File: src/rtl/serial_adder_pkg.sv
// serial_adder_pkg: shared types and helpers for the bit-serial adder.
//   state_e   - FSM state encoding (IDLE, RUN, DONE), 2 bits
//   cnt_width - width of the bit counter for a given operand width
package serial_adder_pkg;

  typedef enum logic [1:0] {
    IDLE = 2'd0,
    RUN  = 2'd1,
    DONE = 2'd2
  } state_e;

  // The counter must be able to hold WIDTH itself, hence WIDTH+1.
  function automatic int cnt_width(input int width);
    return $clog2(width + 1);
  endfunction

  localparam int MAX_WIDTH = 32;
  localparam int MAX_CNT_W = cnt_width(MAX_WIDTH);

endpackage

File: src/rtl/serial_adder_if.sv
// serial_adder_if: request/result bundle of the bit-serial adder.
//   i_start, i_a, i_b, i_cin : request side (driven by the master)
//   o_busy, o_done           : status (driven by the adder)
//   o_s, o_cout, o_ovf       : result (driven by the adder)
interface serial_adder_if #(
  parameter int WIDTH = 8
) ();

  logic             i_start;
  logic [WIDTH-1:0] i_a;
  logic [WIDTH-1:0] i_b;
  logic             i_cin;
  logic             o_busy;
  logic             o_done;
  logic [WIDTH-1:0] o_s;
  logic             o_cout;
  logic             o_ovf;

  modport master (
    output i_start, i_a, i_b, i_cin,
    input  o_busy, o_done, o_s, o_cout, o_ovf
  );

  modport slave (
    input  i_start, i_a, i_b, i_cin,
    output o_busy, o_done, o_s, o_cout, o_ovf
  );

endinterface

File: src/rtl/and_gate.sv
// and_gate: two-input AND primitive.
//   i_a, i_b : inputs
//   o_y      : i_a & i_b
module and_gate (
  input  logic i_a,
  input  logic i_b,
  output logic o_y
);
  assign o_y = i_a & i_b;
endmodule

File: src/rtl/full_adder.sv
// full_adder: one-bit full adder built from gate primitives.
//   i_a, i_b, i_cin : addend bits and carry-in
//   o_s             : i_a ^ i_b ^ i_cin
//   o_cout          : (i_a & i_b) | (i_cin & (i_a ^ i_b))
module full_adder (
  input  logic i_a,
  input  logic i_b,
  input  logic i_cin,
  output logic o_s,
  output logic o_cout
);

  logic w_axb;
  logic w_ab;
  logic w_cxab;

  xor_gate u_xor_ab  (.i_a(i_a),   .i_b(i_b),   .o_y(w_axb));
  xor_gate u_xor_sum (.i_a(w_axb), .i_b(i_cin), .o_y(o_s));
  and_gate u_and_ab  (.i_a(i_a),   .i_b(i_b),   .o_y(w_ab));
  // Propagate term: carry passes through when exactly one operand bit is set.
  and_gate u_and_prp (.i_a(i_cin), .i_b(w_axb), .o_y(w_cxab));
  or_gate  u_or_cout (.i_a(w_ab),  .i_b(w_cxab), .o_y(o_cout));

endmodule

File: src/rtl/or_gate.sv
// or_gate: two-input OR primitive.
//   i_a, i_b : inputs
//   o_y      : i_a | i_b
module or_gate (
  input  logic i_a,
  input  logic i_b,
  output logic o_y
);
  assign o_y = i_a | i_b;
endmodule

File: src/rtl/xor_gate.sv
// xor_gate: two-input XOR primitive.
//   i_a, i_b : inputs
//   o_y      : i_a ^ i_b
module xor_gate (
  input  logic i_a,
  input  logic i_b,
  output logic o_y
);
  assign o_y = i_a ^ i_b;
endmodule

File: src/rtl/serial_adder.sv
// serial_adder: bit-serial two's-complement adder, LSB first, one full-adder
// cell reused every cycle. Result s = a + b + cin (mod 2^WIDTH).
//   i_clk : rising-edge clock
//   i_rst : synchronous reset, active-high
//   bus   : serial_adder_if.slave
//           i_start/i_a/i_b/i_cin request, o_busy/o_done status,
//           o_s/o_cout/o_ovf result (valid from o_done, held until next accept)
module serial_adder
  import serial_adder_pkg::*;
#(
  parameter int WIDTH = 8
) (
  input  logic          i_clk,
  input  logic          i_rst,
  serial_adder_if.slave bus
);

  localparam int CW = cnt_width(WIDTH);

  state_e           r_state;
  state_e           w_next_state;
  logic [WIDTH-1:0] r_ra;
  logic [WIDTH-1:0] r_rb;
  logic [WIDTH-1:0] r_s;
  logic [WIDTH-1:0] w_s_next;
  logic             r_rc;
  logic [CW-1:0]    r_cnt;
  logic             r_cout;
  logic             r_ovf;
  logic             r_busy;
  logic             r_done;
  logic             w_fa_s;
  logic             w_fa_cout;
  logic             w_last;

  full_adder u_fa (
    .i_a    (r_ra[0]),
    .i_b    (r_rb[0]),
    .i_cin  (r_rc),
    .o_s    (w_fa_s),
    .o_cout (w_fa_cout)
  );

  assign w_last = (r_cnt == CW'(WIDTH - 1));

  // New sum bit enters at the MSB; after WIDTH shifts bit 0 lands at s[0].
  generate
    if (WIDTH == 1) begin : g_s_w1
      assign w_s_next = w_fa_s;
    end else begin : g_s_wn
      assign w_s_next = {w_fa_s, r_s[WIDTH-1:1]};
    end
  endgenerate

  // State register
  always_ff @(posedge i_clk) begin
    if (i_rst) begin
      r_state <= IDLE;
    end else begin
      r_state <= w_next_state;
    end
  end

  // Next-state logic
  always_comb begin
    w_next_state = r_state;
    case (r_state)
      IDLE: begin
        if (bus.i_start) begin
          w_next_state = RUN;
        end else begin
          w_next_state = IDLE;
        end
      end
      RUN: begin
        if (w_last) begin
          w_next_state = DONE;
        end else begin
          w_next_state = RUN;
        end
      end
      DONE:    w_next_state = IDLE;
      default: w_next_state = IDLE;
    endcase
  end

  // Datapath: operand shift registers, carry, counter and result registers
  always_ff @(posedge i_clk) begin
    if (i_rst) begin
      r_ra   <= {WIDTH{1'b0}};
      r_rb   <= {WIDTH{1'b0}};
      r_s    <= {WIDTH{1'b0}};
      r_rc   <= 1'b0;
      r_cnt  <= {CW{1'b0}};
      r_cout <= 1'b0;
      r_ovf  <= 1'b0;
      r_busy <= 1'b0;
      r_done <= 1'b0;
    end else begin
      case (r_state)
        IDLE: begin
          r_done <= 1'b0;
          if (bus.i_start) begin
            r_ra   <= bus.i_a;
            r_rb   <= bus.i_b;
            r_rc   <= bus.i_cin;
            r_cnt  <= {CW{1'b0}};
            r_s    <= {WIDTH{1'b0}};
            r_busy <= 1'b1;
          end else begin
            r_busy <= 1'b0;
          end
        end
        RUN: begin
          r_ra  <= r_ra >> 1;
          r_rb  <= r_rb >> 1;
          r_s   <= w_s_next;
          r_rc  <= w_fa_cout;
          r_cnt <= r_cnt + CW'(1);
          if (w_last) begin
            r_cout <= w_fa_cout;
            // r_rc here is the carry into the MSB.
            r_ovf  <= r_rc ^ w_fa_cout;
            r_busy <= 1'b0;
            r_done <= 1'b1;
          end else begin
            r_busy <= 1'b1;
            r_done <= 1'b0;
          end
        end
        DONE: begin
          r_busy <= 1'b0;
          r_done <= 1'b0;
        end
        default: begin
          r_busy <= 1'b0;
          r_done <= 1'b0;
        end
      endcase
    end
  end

  assign bus.o_busy = r_busy;
  assign bus.o_done = r_done;
  assign bus.o_s    = r_s;
  assign bus.o_cout = r_cout;
  assign bus.o_ovf  = r_ovf;

endmodule

File: src/flat_wrapper.sv
// flat-port wrapper written by rule: the top's interface ports become plain ports
module serial_adder_flat import serial_adder_pkg::*;
#(
  parameter int WIDTH = 8
)
  (i_clk, i_rst, bus_i_start, bus_i_a, bus_i_b, bus_i_cin, bus_o_busy, bus_o_done, bus_o_s, bus_o_cout, bus_o_ovf);
  serial_adder_if #(.WIDTH(WIDTH)) bus_i ();
  input  logic i_clk;
  input  logic i_rst;
  input wire logic [$bits(bus_i.i_start)-1:0] bus_i_start;
  input wire logic [$bits(bus_i.i_a)-1:0] bus_i_a;
  input wire logic [$bits(bus_i.i_b)-1:0] bus_i_b;
  input wire logic [$bits(bus_i.i_cin)-1:0] bus_i_cin;
  output wire logic [$bits(bus_i.o_busy)-1:0] bus_o_busy;
  output wire logic [$bits(bus_i.o_done)-1:0] bus_o_done;
  output wire logic [$bits(bus_i.o_s)-1:0] bus_o_s;
  output wire logic [$bits(bus_i.o_cout)-1:0] bus_o_cout;
  output wire logic [$bits(bus_i.o_ovf)-1:0] bus_o_ovf;
  assign bus_i.i_start = bus_i_start;
  assign bus_i.i_a = bus_i_a;
  assign bus_i.i_b = bus_i_b;
  assign bus_i.i_cin = bus_i_cin;
  assign bus_o_busy = bus_i.o_busy;
  assign bus_o_done = bus_i.o_done;
  assign bus_o_s = bus_i.o_s;
  assign bus_o_cout = bus_i.o_cout;
  assign bus_o_ovf = bus_i.o_ovf;
  serial_adder #(.WIDTH(WIDTH)) u_core (.i_clk(i_clk), .i_rst(i_rst), .bus(bus_i));
endmodule
File: config.mk
export PLATFORM = sky130hd
export DESIGN_NAME = serial_adder_flat
export DESIGN_NICKNAME = d
export VERILOG_FILES = /design/src/rtl/serial_adder_pkg.sv /design/src/rtl/serial_adder_if.sv /design/src/rtl/and_gate.sv /design/src/rtl/full_adder.sv /design/src/rtl/or_gate.sv /design/src/rtl/xor_gate.sv /design/src/rtl/serial_adder.sv /design/src/flat_wrapper.sv
export SDC_FILE = /design/constraint.sdc
export NUM_CORES = 1
export LEC_CHECK = 0
export CAP_MARGIN = 20
export CORE_MARGIN = 2
export CORE_UTILIZATION = 48
export CTS_CLUSTER_SIZE = 10
export DETAILED_ROUTE_END_ITERATION = 10
export HOLD_SLACK_MARGIN = 0.03
export PLACE_DENSITY = 0.77
export SLEW_MARGIN = 20
export SYNTH_ARGS = -nofsm -noshare
export SYNTH_HDL_FRONTEND = slang
export SYNTH_SLANG_ARGS = --single-unit
File: constraint.sdc
create_clock -name i_clk -period 1.6 [get_ports i_clk]
set_input_delay 0.16 -clock i_clk [delete_from_list [all_inputs] [get_ports i_clk]]
set_output_delay 0.16 -clock i_clk [all_outputs]
set_load 0.02 [all_outputs]
# Word level (Yosys, flattened, before mapping)
# Cells that the tools add are included.
op_classes:
  addsub: 1
  mul: 0
  div_mod_pow: 0
  order_cmp: 0
  n_eq_ne: 3
  shift: 0
  mux: 17
  n_bitwise: 7
  n_reduce_logical: 5
ops:
  columns: ["cell", "count"]
  rows:
  - ["one-hot mux 8 bit (2 select lines)", 3]
  - ["2-to-1 mux 8 bit", 3]
  - ["one-hot mux 4 bit (2 select lines)", 1]
  - ["2-to-1 mux 1 bit", 5]
  - ["adder 4 x 1 -> 4 bit (second input constant)", 1]
  - ["== test 4 x 3 -> 1 bit (second input constant)", 1]
  - ["2-to-1 mux 4 bit", 1]
  - ["one-hot mux 1 bit (2 select lines)", 2]
  - ["one-hot mux 2 bit (2 select lines)", 1]
  - ["AND reduction 2 bit", 2]
  - ["XOR 1 bit", 3]
  - ["AND 1 bit", 2]
  - ["== test 2 x 1 -> 1 bit (second input constant)", 1]
  - ["logical NOT 2 bit", 1]
  - ["2-to-1 mux 2 bit", 1]
  - ["!= test 2 bit (second input constant)", 1]
  - ["nonzero test 2 bit", 1]
  - ["OR reduction 2 bit", 1]
  - ["NOT 1 bit", 1]
  - ["OR 1 bit", 1]
totals:
  regBits: 35
  latch_bits: 0
  mem_bits_rw: 0
  mem_bits_ro: 0
  inputBits: 20
  output_inout_bits: 12
  elab_cells: 43
  memories: 0

# Longest topological paths before layout
# Gate-level depths: netlist of run 1.
depth:
  ltp_word: 4
  mapped_depth: 5
  depth_no_buf: 5

# Modules after synthesis
# Synthesis of run 1 repeated with hierarchy kept, for this count alone.
hier_totals:
  hier_cells: 157
  hier_area_um2: 1405.1
modules_own_cells:
  columns: ["module", "n_inst", "cells_each", "area_per_inst_um2"]
  rows:
  - ["serial_adder", 1, 152, 1368.8]
  - ["xor_gate", 2, 1, 8.8]
  - ["and_gate", 2, 1, 6.3]
  - ["or_gate", 1, 1, 6.3]

# Least setup slack after synthesis of run 1
# Ideal clock, no wire load.
synth_path:
  path_type: "flip-flop to flip-flop"
  startpoint: "register u_core.r_ra[0]"
  endpoint: "register u_core.r_ovf, in the netlist u_core.bus.o_ovf"
  setup_time_ns: 0.071
  arrival_ns: 1.352
  required_time_ns: 1.529
  slack_ns: 0.177
  path_stages_with_launch: 6
  n_path_buf: 0
  period_less_slack_ns: 1.423
  cell_sequence: "dfxtp_1 > inv_1 > fa_1 > xor2_1 > or3_1 > a21oi_1"
synth_between:
  elab_chain_cells: 4
  word_cells_on_any_way: 5
  classes_between: "bitwise (5)"
synth_lines:
  columns: ["item", "line", "text"]
  rows:
  - ["start, declared", "serial_adder.sv:22", "logic [WIDTH-1:0] r_ra;"]
  - ["start signal, assigned", "serial_adder.sv:90", "r_ra <= {WIDTH{1'b0}};"]
  - ["start signal, assigned", "serial_adder.sv:104", "r_ra <= bus.i_a;"]
  - ["start signal, assigned", "serial_adder.sv:115", "r_ra <= r_ra >> 1;"]
  - ["XOR 1 bit", "xor_gate.sv:9", "assign o_y = i_a ^ i_b;"]
  - ["AND 1 bit", "and_gate.sv:9", "assign o_y = i_a & i_b;"]
  - ["OR 1 bit (*)", "or_gate.sv:9", "assign o_y = i_a | i_b;"]
  - ["XOR 1 bit (*)", "serial_adder.sv:123", "r_ovf <= r_rc ^ w_fa_cout;"]
  - ["end signal, assigned", "serial_adder.sv:123", null]
  - ["end, declared", "serial_adder.sv:29", "logic r_ovf;"]
# Mark *: on every way between the ends. The rest lies on a longest branch, timed or not.
# A chain may end at the register's enable or synchronous reset.

# Worst setup path after layout of run 1
layout_path:
  startpoint: "register u_core.r_rc"
  endpoint: "register u_core.r_ovf, in the netlist u_core.bus.o_ovf"
layout_between:
  elab_chain_cells: 3
layout_lines:
  columns: ["item", "line", "text"]
  rows:
  - ["start, declared", "serial_adder.sv:26", "logic r_rc;"]
  - ["start signal, assigned", "serial_adder.sv:106", "r_rc <= bus.i_cin;"]
  - ["start signal, assigned", "serial_adder.sv:118", "r_rc <= w_fa_cout;"]
  - ["AND 1 bit", "and_gate.sv:9", null]
  - ["OR 1 bit", "or_gate.sv:9", null]
  - ["XOR 1 bit (*)", "serial_adder.sv:123", null]
# Marked as above.

==> results_dict.tcl, run 1 <==
set metrics [dict create \
    htreeDepth 2 \
    cts.sinks 34 \
    setup_viol_count_final 0 \
    drtIter0Drc 70 \
    wl_per_cell_um 14.1 \
    yosys.area.top_type_share 0.488 \
    num_vias 1233 \
    path_clk_slew_ns 0.11 \
    drcViolationCount 0 \
    yosysTopAreaCell "dfxtp_1" \
    cts_root_buffer "clkbuf_4" \
    placed_cell_area_um2 1740 \
    clk_latency_ns 0.34 \
    seq_area_um2 681 \
    ant_nets 0 \
    slew_violations 0 \
    clockBufferDepth 2 \
    cp.arrival_ns 1.80 \
    finalCriticalPeriod_ns 1.51 \
    rsz0062_at_grt "no" \
    antenna_found_initial 0 \
    postCtsSetupRepairBufs 0 \
    io_pins 32 \
    synth.avg_cell_area_um2 8.71 \
    multi_input_area_um2 627 \
    drtPass1Iterations 4 \
    fin_crit_sh 0.947 \
    critical_path_class "reg2reg" \
    layout_common_cells "34 x dfxtp_1, 30 x clkdlybuf4s50_1, 25 x nor2_1" \
    tns_ns 0 \
    core_um2 2760 \
    place.gp.congestion 0.768 \
    grt_pass1_vias 1178 \
    rows 19 \
    dp_cells 212 \
    power.density_nw_per_um2 966 \
    worst_clock_skew_ns 0.00855 \
    viasPerCell 5.60 \
    final_cells 220 \
    ys_ff_latch 34 \
    syn2layout_area_growth_pct 30.1 \
    worstPathRequired_ns 1.89 \
    hold_violations 0 \
    worstMarginPinSlew_ns 0.342 \
    drive_above_1_share 0.0794 \
    cp_max_fo 3 \
    port_buffers 31 \
    start_util 0.505 \
    yosys_warnings 0 \
    nFillCells 234 \
    hold_ws_ns 0.363 \
    syn_nets 182 \
    yosys_most_used_dff "dfxtp_1" \
    critPathLaunchType "flip-flop" \
    fin_nets 210 \
    worst-r2r-setup-slack_ns 0.09 \
    cts_made_buffers 5 \
    wl_um 3100 \
    dp_hpwl_um 2040 \
    ys_types 30 \
    slew_headroom 0.771 \
    cts_tree "yes" \
    max_clock_freq_mhz 660 \
    syn_area_um2 1390 \
    grt_overflow 0 \
    outcome "finished clean" \
    grt_pass1_wl_um 5060 \
    synth.area.top_cells "dfxtp_1 49%, a211oi_1 7.0%, nor2_1 6.7%" \
    worstSetupEndpointType "flip-flop" \
    final_common_cell "dfxtp_1" \
    final_area_um2 1810 \
    hold_class "in2reg" \
    grt_usage 0.200 \
    dieArea_um2 3350 \
    hold-path-endpoint "u_core.r_ra[5]$_SDFFE_PP0P_" \
    min_from "bus_i_a[5]" \
    pre_cts_slack_ns 0.111 \
    p_leak_nw 0.702 \
    timing.rr.end "u_core.bus.o_ovf$_SDFFE_PP0P_" \
    dieWidth_um 57.9 \
    antenna_cells 0 \
    synthCells 160 \
    ys_seq_area_frac 0.488 \
    fin_ws_ns 0.0855 \
    regToRegStartpoint "u_core.r_rc$_SDFFE_PP0P_" \
    whs_path_depth 3 \
    grt_max_degree 35 \
    async_flop_share 0 \
    die_h_um 57.9 \
    irDropWorstVdd_uv 690 \
    ff2ff_path_depth 5 \
    synth_edf_count 0 \
    drv_cap 0 \
]
## worst max-delay path by stage
| stage | startpoint | endpoint | cells past startpoint |
|---|---|---|---|
| after floorplan | u_core.r_ra[0]$_SDFFE_PP0P_ | u_core.bus.o_ovf$_SDFFE_PP0P_ | 5 |
| final | u_core.r_rc$_SDFFE_PP0P_ | u_core.bus.o_ovf$_SDFFE_PP0P_ | 5 |
| after global routing | u_core.r_rc$_SDFFE_PP0P_ | u_core.bus.o_ovf$_SDFFE_PP0P_ | 5 |
| after detailed placement | u_core.r_ra[0]$_SDFFE_PP0P_ | u_core.bus.o_ovf$_SDFFE_PP0P_ | 5 |
| after global placement | bus_i_start | u_core.r_rc$_SDFFE_PP0P_ | 4 |
| after CTS | u_core.r_ra[0]$_SDFFE_PP0P_ | u_core.bus.o_ovf$_SDFFE_PP0P_ | 5 |
## per-stage QoR
step | total power, mW | util
after floorplan | 1.08 | -
after global placement | 1.18 | 0.629
after detailed placement | 1.18 | 0.629
after CTS | 1.76 | 0.657
after global routing | 1.83 | 0.657
final | 1.75 | 0.657
## synthesized netlist by cell type (all sizes together), types with 2 or more instances
cell type and number:
dfxtp 34, nor2 25, a21oi 18, nand2 17, a211oi 13, a22oi 10, buf 10, clkbuf 4
inv 3, nor3 3, or3 3, a221oi 2, nand3 2, o21ai 2
## power breakdown
group / total, mW / switching, mW / internal [mW] / leakage (nW)
logic: 0.249 / 0.124 / 0.125 / 0.379
clock network: 0.588 / 0.288 / 0.300 / 0.0446
registers: 0.915 / 0.0264 / 0.889 / 0.279
## what timing repair did
action / CTS / global route
endpoints found under the setup margin: 1 / 0
hold buffers: 0 / 0
resized for setup: 1 / 0
## state kept, by name (all words and copies together) (netlist names)
name,cells
u_core.bus.o_s,8
u_core.r_ra,8
u_core.r_rb,8
u_core.r_cnt,4
u_core.r_state,2
u_core.bus.o_cout,1
u_core.bus.o_done,1
u_core.bus.o_ovf,1
u_core.r_rc,1
## layer usage
layer | part of all wire | global-route usage
met1 | 0.47 | 0.244
met2 | 0.46 | 0.321
met3 | 0.060 | 0.0670
met4 | 0.015 | 0.0897
met5 | 0 | 0
## final cells by class
type | count | area share
clock buffer | 8 | 0.0435
inverter | 3 | 0.00621
multi-input combinational | 109 | 0.346
sequential | 34 | 0.375
tap | 31 | 0.0214
timing repair buffer | 35 | 0.208
## worst max-delay path, stage by stage (launching register included)
cell and delay, ns:
dfxtp_1 0.36, inv_1 0.07, fa_1 0.42, xor2_1 0.16, or3_1 0.31, a21oi_1 0.13
## cells by family (layout without fill, tap and decap cells)
| kind of cell | count (synthesis) | in the layout | share of synthesized area |
|---|---|---|---|
| AND/OR/NAND/NOR | 55 | 55 | 0.171 |
| flip-flops | 34 | 34 | 0.488 |
| AO/OA/AOI/OAI | 50 | 50 | 0.239 |
| multiplexers | 1 | 1 | 0.00718 |
| adder cells (fa/ha/maj) | 2 | 2 | 0.0233 |
| XOR/XNOR | 1 | 1 | 0.00628 |
| buffers and inverters | 17 | 46 | 0.0646 |
No activity file was read; power rests on OpenSTA's default activity.
==> inputs of run 2 (changes only) <==
--- a/config.mk
+++ b/config.mk
@@ -8,6 +8,7 @@
 export CAP_MARGIN = 20
 export CORE_MARGIN = 2
 export CORE_UTILIZATION = 48
+export CTS_CLUSTER_DIAMETER = 200
 export CTS_CLUSTER_SIZE = 10
 export DETAILED_ROUTE_END_ITERATION = 10
 export HOLD_SLACK_MARGIN = 0.03
==> results of run 2 <==
Same layout as run 1: the final DEF is identical, and so are final timing and power.
==> inputs of run 3 (changes only) <==
--- a/config.mk
+++ b/config.mk
@@ -6,13 +6,15 @@
 export NUM_CORES = 1
 export LEC_CHECK = 0
 export CAP_MARGIN = 20
+export CELL_PAD_IN_SITES_DETAIL_PLACEMENT = 1
+export CELL_PAD_IN_SITES_GLOBAL_PLACEMENT = 1
 export CORE_MARGIN = 2
-export CORE_UTILIZATION = 48
+export CORE_UTILIZATION = 36
 export CTS_CLUSTER_DIAMETER = 200
 export CTS_CLUSTER_SIZE = 10
 export DETAILED_ROUTE_END_ITERATION = 10
 export HOLD_SLACK_MARGIN = 0.03
-export PLACE_DENSITY = 0.77
+export PLACE_DENSITY_LB_ADDON = 0.1
 export SLEW_MARGIN = 20
 export SYNTH_ARGS = -nofsm -noshare
 export SYNTH_HDL_FRONTEND = slang
==> run 3 against run 2 <==
Against the previous run:
- clock skew decreased by 0.0034 ns
- largest power group unchanged
- global-route usage fell by 3.1 points
- clock power rose by 9.2%
- sequential cell count did not move
- final cell count increased by 9.1%
- largest cell class unchanged
- cell area is 3.4% higher
- die area grew 31%
- via count is 0.73% higher
- critical endpoint unchanged
==> results_dict.tcl, run 3 (synthesis gave the netlist of run 1 again) <==
set metrics [dict create \
    post-route-util 0.508 \
    num_vias 1242 \
    regToRegStartpoint "u_core.r_rc$_SDFFE_PP0P_" \
    irDropWorstVdd_uv 456 \
    grt_max_degree 35 \
    cts_made_buffers 5 \
    hold_ws_ns 0.430 \
    rsz0062_at_grt "no" \
    io_pins 32 \
    layout_common_cells "34 x dfxtp_1, 30 x clkdlybuf4s50_1, 25 x nor2_1" \
    antenna_found_initial 0 \
    clockBufferDepth 2 \
    ant_nets 0 \
    cp.arrival_ns 1.66 \
    grt_pass1_wl_um 5690 \
    cts_root_buffer "clkbuf_8" \
    pre_cts_slack_ns 0.0847 \
    cp_slowest_stage_delay_ns 0.36 \
    hold_class "in2reg" \
    port_buffers 31 \
    place.gp.congestion 0.719 \
    worstSetupEndpointType "flip-flop" \
    hold_violations 0 \
    min_from "bus_i_a[6]" \
    cts_tree "yes" \
    outcome "finished clean" \
    fin_ws_ns 0.156 \
    wl_um 3380 \
    cts_hold_buf 0 \
    worstMarginPinSlew_ns 0.370 \
    power.density_nw_per_um2 968 \
    slew_violations 0 \
    worstPathRequired_ns 1.82 \
    die_h_um 66.2 \
    dieWidth_um 66.2 \
    finalCriticalPeriod_ns 1.44 \
    max_clock_freq_mhz 692 \
    drtIter0Drc 60 \
    seq_area_um2 681 \
    slowest_stage "fa_2" \
    dieArea_um2 4390 \
    cts.sinks 34 \
    drive_above_1_share 0.0990 \
    placed_cell_area_um2 1780 \
    nFillCells 442 \
    grt_usage 0.170 \
    multi_input_area_um2 632 \
    drv_cap 0 \
    fin_nets 213 \
    critical_path_class "reg2reg" \
    ff2ff_path_depth 5 \
    setup_viol_count_final 0 \
    path_clk_slew_ns 0.07 \
    final_area_um2 1870 \
    slew_headroom 0.753 \
    viasPerCell 5.18 \
    path_buf_inv 1 \
    antenna_cells 0 \
    htreeDepth 2 \
    hold-path-endpoint "u_core.r_ra[6]$_SDFFE_PP0P_" \
    cp_max_fo 3 \
    critPathLaunchType "flip-flop" \
    grt_pass1_vias 1271 \
    worst-r2r-setup-slack_ns 0.16 \
    p_leak_nw 0.720 \
    drcViolationCount 0 \
    crit_chain "inv_1, fa_2, xor2_1, or3_1, a21oi_1" \
    rows 22 \
    core_um2 3690 \
    wl_per_cell_um 14.1 \
    drtPass1Iterations 4 \
    tns_ns 0 \
    timing.rr.end "u_core.bus.o_ovf$_SDFFE_PP0P_" \
    clk_latency_ns 0.28 \
    grt_overflow 0 \
    fin_crit_sh 0.903 \
    final_common_cell "dfxtp_1" \
    syn2layout_area_growth_pct 34.5 \
    worst_clock_skew_ns 0.00519 \
    crit_family "adder cells" \
    whs_path_depth 3 \
    dp_hpwl_um 2270 \
    start_util 0.378 \
]
run 3: layer usage:
metal | global-route usage | share of wire
met5 | 0 | 0
met2 | 0.278 | 0.49
met1 | 0.212 | 0.46
met4 | 0.0689 | 0.016
met3 | 0.0426 | 0.039
run 3: worst min-delay path, cell delays in order:
cell and delay, ns:
clkdlybuf4s50_1 0.40, nand2_1 0.06, a211oi_1 0.05
run 3: what timing repair did:
action	in CTS	in global routing
setup endpoints to repair	1	3
buffers inserted	0	0
resized for setup	1	2
run 3: how the worst max path moves through the flow:
stage,start,end,slack (ns),depth (start not counted)
after floorplan,u_core.r_ra[0]$_SDFFE_PP0P_,u_core.bus.o_ovf$_SDFFE_PP0P_,0.18,5
after global placement,u_core.r_ra[0]$_SDFFE_PP0P_,u_core.bus.o_ovf$_SDFFE_PP0P_,0.14,5
after detailed placement,bus_i_start,u_core.r_rb[4]$_SDFFE_PP0P_,0.08,4
after CTS,u_core.r_ra[0]$_SDFFE_PP0P_,u_core.bus.o_ovf$_SDFFE_PP0P_,0.08,5
after global routing,u_core.r_rc$_SDFFE_PP0P_,u_core.bus.o_ovf$_SDFFE_PP0P_,0.06,5
final,u_core.r_rc$_SDFFE_PP0P_,u_core.bus.o_ovf$_SDFFE_PP0P_,0.16,5
run 3: area by class of cell:
class	instances	area share
inverters	3	0.00601
clock inverters	1	0.00267
clock buffers	7	0.0461
repair buffers	38	0.213
flip-flops and latches	34	0.363
multi-input cells	109	0.337
well taps	48	0.0320
run 3: power breakdown:
part	leakage, nW	internal (mW)	switching (mW)	total (mW)
sequential	0.279	0.889	0.0263	0.915
clock	0.0482	0.347	0.295	0.642
combinational	0.393	0.130	0.127	0.257
run 3: per-stage QoR:
| step | cells | total power [mW] |
|---|---|---|
| after floorplan | 160 | 1.08 |
| after global placement | 232 | 1.19 |
| after detailed placement | 232 | 1.19 |
| after CTS | 240 | 1.83 |
| after global routing | 240 | 1.91 |
| final | 240 | 1.81 |
